===== config.mk =====
export PLATFORM = sky130hd
export DESIGN_NAME = serial_adder
export DESIGN_NICKNAME = d
export VERILOG_FILES = /design/src/rtl/serial_adder_pkg.sv /design/src/rtl/serial_adder_half_adder.sv /design/src/rtl/serial_adder.sv
export SDC_FILE = /design/constraint.sdc
export NUM_CORES = 1
export LEC_CHECK = 0
export CORE_UTILIZATION = 35
export CTS_BUF_LIST = sky130_fd_sc_hd__clkbuf_2 sky130_fd_sc_hd__clkbuf_4 sky130_fd_sc_hd__clkbuf_8
export DETAILED_ROUTE_END_ITERATION = 8
export MAX_ROUTING_LAYER = met4
export SYNTH_ARGS = -nofsm -noshare
export SYNTH_HDL_FRONTEND = slang
export SYNTH_SLANG_ARGS = --single-unit

===== constraint.sdc =====
create_clock -name clk -period 2.4 [get_ports clk]
set_input_delay 0.36 -clock clk [delete_from_list [all_inputs] [get_ports clk]]
set_output_delay 0.36 -clock clk [all_outputs]
set_load 0.1 [all_outputs]

===== src/rtl/serial_adder_pkg.sv =====
// Shared types and defaults for the bit-serial adder.
// Imported by the serial_adder top.
package serial_adder_pkg;

  typedef enum logic {
    IDLE = 1'b0,
    RUN  = 1'b1
  } state_t;

  localparam int DEF_WIDTH = 4;

endpackage


===== src/rtl/serial_adder_half_adder.sv =====
// Combinational half-adder cell.
// Two of these plus an OR form one full-adder bit slice.
module half_adder (
  input  logic a,
  input  logic b,
  output logic s,
  output logic c
);

  assign s = a ^ b;
  assign c = a & b;

endmodule


===== src/rtl/serial_adder.sv =====
// Bit-serial adder: LSB-first bit pairs in, serial sum out,
// with the completed word collected in parallel.
module serial_adder
  import serial_adder_pkg::*;
#(
  parameter int WIDTH = DEF_WIDTH,
  parameter int CNT_W = $clog2(WIDTH)
) (
  input  logic             clk,
  input  logic             rst_n,
  input  logic             in_valid,
  input  logic             a_bit,
  input  logic             b_bit,
  output logic             out_valid,
  output logic             sum_bit,
  output logic             busy,
  output logic             done,
  output logic [WIDTH-1:0] sum_word,
  output logic             carry_out
);

  localparam logic [CNT_W-1:0] LAST = CNT_W'(WIDTH - 1);

  state_t             state;
  logic [CNT_W-1:0]   cnt;
  logic               carry_q;
  logic [WIDTH-2:0]   sr;
  logic               cin;
  logic               s0;
  logic               c0;
  logic               s;
  logic               c1;
  logic               c;
  logic [WIDTH-1:0]   word;

  // A fresh word never inherits the previous word's carry.
  assign cin = (cnt == '0) ? 1'b0 : carry_q;

  half_adder u_ha0 (
    .a (a_bit),
    .b (b_bit),
    .s (s0),
    .c (c0)
  );

  half_adder u_ha1 (
    .a (s0),
    .b (cin),
    .s (s),
    .c (c1)
  );

  assign c    = c0 | c1;
  assign word = {s, sr};
  assign busy = (state == RUN);

  always_ff @(posedge clk or negedge rst_n) begin
    if (!rst_n) begin
      state     <= IDLE;
      cnt       <= '0;
      carry_q   <= 1'b0;
      sr        <= '0;
      out_valid <= 1'b0;
      sum_bit   <= 1'b0;
      done      <= 1'b0;
      sum_word  <= '0;
      carry_out <= 1'b0;
    end else begin
      out_valid <= in_valid;
      done      <= 1'b0;
      if (in_valid) begin
        sum_bit <= s;
        sr      <= word[WIDTH-1:1];
        case (state)
          IDLE: begin
            state   <= RUN;
            cnt     <= CNT_W'(1);
            carry_q <= c;
          end
          RUN: begin
            if (cnt == LAST) begin
              state     <= IDLE;
              cnt       <= '0;
              carry_q   <= 1'b0;
              done      <= 1'b1;
              sum_word  <= word;
              carry_out <= c;
            end else begin
              cnt     <= cnt + CNT_W'(1);
              carry_q <= c;
            end
          end
          default: state <= IDLE;
        endcase
      end
    end
  end

endmodule


==> flow_metrics.tcl <==
set metrics [dict create \
    outcome "completed" \
    nNetsFinal 63 \
    synthSimpleGateAreaFrac_pct 5.82 \
    grt-ovfl-total 0 \
    worstPathArrival_ns 1.80 \
    die_y_microns 42.7 \
    maxCapViolations 0 \
    diodes 0 \
    drc 0 \
    clock_sinks 14 \
    syn_inst 38 \
    cts_tree "built" \
    grt_pass1_wl_microns 1550 \
    hold_viol 0 \
    synth-compound-area-share_pct 4.74 \
    synth_top_cell_by_area "dfrtp_1" \
    pre_cts_ws_ns 0.626 \
    grt_usage_pct 12.6 \
    synthXorXnorAreaFrac_pct 0 \
    root_buffer "clkbuf_4" \
    synth_area_leaders "dfrtp_1, mux2_2, ha_1" \
    synth_top_family_by_area "multiplexers" \
    setup_violations 0 \
    rsz0062_at_grt "false" \
    core-area_sq_um 1520 \
    cts_buffers 3 \
    r2r-start "cnt[0]$_DFFE_PN0P_" \
    r2r-end "sum_word[3]$_DFFE_PN0P_" \
    dieWidth_microns 42.7 \
    ff2ff_setup_slack_ns 0.77 \
    setup_tns_ns 0 \
    clkTransAtPathRegs_ns 0.08 \
    synth_cell_types 12 \
    worstRegToRegCells 5 \
    max_freq_ghz 0.613 \
    wl_microns 879 \
    pin_count 14 \
    ctsResizeCount 0 \
    port_buffers 13 \
    dp_hpwl_microns 667 \
    cp_max_fo 4 \
    synth.net_count 46 \
    hold_path_class "in2async" \
    clockBufferDepth 2 \
    drv_slew 0 \
    routedWlPerCell_microns 12.6 \
    detail_route.iter0.violations 2 \
    yosys_warnings 0 \
    dr.pass1.iters 3 \
    setup_ws_ns 0.769 \
    period_share_pct 68.0 \
    grt_pass1_vias 345 \
    cpMaxStageDelayCell "fa_1" \
    syn_area_sq_um 581 \
    critPathRequiredTime_ns 2.57 \
    gp_congestion 0.629 \
    grt_max_degree 15 \
    synth_area_per_cell_sq_um 15.3 \
    start_util_pct 38.1 \
    postSynthRegisterBits 14 \
    vias 349 \
    cts_hold_buffers 0 \
    n_fill_cell 136 \
    critical_path_class "reg2reg" \
    seq_area_frac_synth_pct 60.3 \
    final_util_pct 48.1 \
    fp.dieArea_sq_um 1830 \
    viasPerCell 4.99 \
    synth_top_area_share_pct 60.3 \
    synth_fa_ha_area_share_pct 7.76 \
    clk_latency_ns 0.28 \
    cts_max_level 1 \
    postCtsSetupBuffers 0 \
    area.growth.synth_to_final_pct 26.3 \
    antenna_found_initial 0 \
    start_kind "flip-flop" \
    period_needed_ns 1.63 \
    drtAntennaViolNets 0 \
    drive_gt1_share_pct 42.6 \
    path_cells "inv_1, ha_1, nor2b_1, fa_1, mux2_2" \
    tightest_slew_ns 0.614 \
    slowest_delay_ns 0.45 \
    crit_path_end_kind "flip-flop" \
    rows 14 \
    fin_skew_ns 0.00110 \
    muxShareOfSynthArea_pct 17.5 \
    max-slew-margin-rel_pct 58.9 \
]
-- layout by cell type, fill, tap and decap left out --
master | Yosys | layout
a21boi_0 | 1 | 1
fa_1 | 1 | 1
o21a_1 | 2 | 2
inv_1 | 3 | 3
clkbuf_4 | 0 | 3
o21ai_0 | 1 | 1
clkdlybuf4s50_1 | 0 | 4
buf_4 | 0 | 9
nand3_1 | 2 | 2
nand3_4 | 1 | 1
mux2_2 | 9 | 9
ha_1 | 2 | 2
dfrtp_1 | 14 | 14
clkbuf_8 | 0 | 1
nor2b_1 | 1 | 1
-- synth_stat cells (all sizes together) --
cell type  number
ha              2
o21a            2
a21boi          1
fa              1
mux2            9
buf             1
dfrtp          14
nor2b           1
o21ai           1
nand3           3
inv             3
-- final cells by class --
| cell class | count | area, sq um | area share (%) |
|---|---|---|---|
| clock buffers | 4 | 36.3 | 4.95 |
| repair buffers | 13 | 108 | 14.7 |
| multi-input cells | 20 | 208 | 28.3 |
| well taps | 16 | 20.0 | 2.73 |
| inverters | 3 | 11.3 | 1.54 |
| flip-flops and latches | 14 | 350 | 47.8 |
-- metrics by stage --
| step | cells | instance area [sq um] | hold slack, ns |
|---|---|---|---|
| 2_1_floorplan | 38 | 581 | 0.0644 |
| 3_3_place_gp | 66 | 697 | 0.484 |
| 3_5_place_dp | 66 | 697 | 0.496 |
| 4_1_cts | 70 | 733 | 0.464 |
| 5_1_grt | 70 | 733 | 0.507 |
| 6_report | 70 | 733 | 0.458 |
-- worst max path at each step --
stage / from / end / depth (start not counted)
2_1_floorplan: busy$_DFFE_PN0P_ / carry_out$_DFFE_PN0P_ / 2
3_3_place_gp: in_valid / sum_word[0]$_DFFE_PN0P_ / 3
3_5_place_dp: a_bit / carry_q$_DFFE_PN0P_ / 4
5_1_grt: cnt[0]$_DFFE_PN0P_ / sum_bit$_DFFE_PN0P_ / 5
4_1_cts: cnt[0]$_DFFE_PN0P_ / sum_bit$_DFFE_PN0P_ / 5
6_report: cnt[0]$_DFFE_PN0P_ / sum_word[3]$_DFFE_PN0P_ / 5
-- sequential cells by signal (all words and copies together), names as in the netlist --
| register | count |
|---|---|
| sum_word | 4 |
| cnt | 2 |
| sr | 2 |
| busy | 1 |
| carry_out | 1 |
| carry_q | 1 |
| done | 1 |
| out_valid | 1 |
| sum_bit | 1 |
-- kinds of logic after synthesis --
family          Yosys count
mux                       9
compound gates            4
fa+ha+maj                 3
flops                    14
buf+inv                   4
simple gates              4
-- worst max-delay path: cells and delay by family, from the launching register on --
family	cells	cell delay, ns
and+or+nand+nor	1	0.14
buffers and inverters	1	0.06
DFF	1	0.40
muxes	1	0.27
adders and majority gates	2	0.65
-- layer usage --
metal | up-vias | wire (microns) | global-route usage, %
met5 | - | 0 | -
met4 | 0 | 32 | 11.3
met2 | 11 | 412 | 18.2
met1 | 170 | 376 | 14.2
met3 | 3 | 57 | 2.98
li1 | 165 | - | -
Power is left out: the tool's default activity adds up to more than one toggle a clock period on the data nets, which glitch-free logic cannot reach.
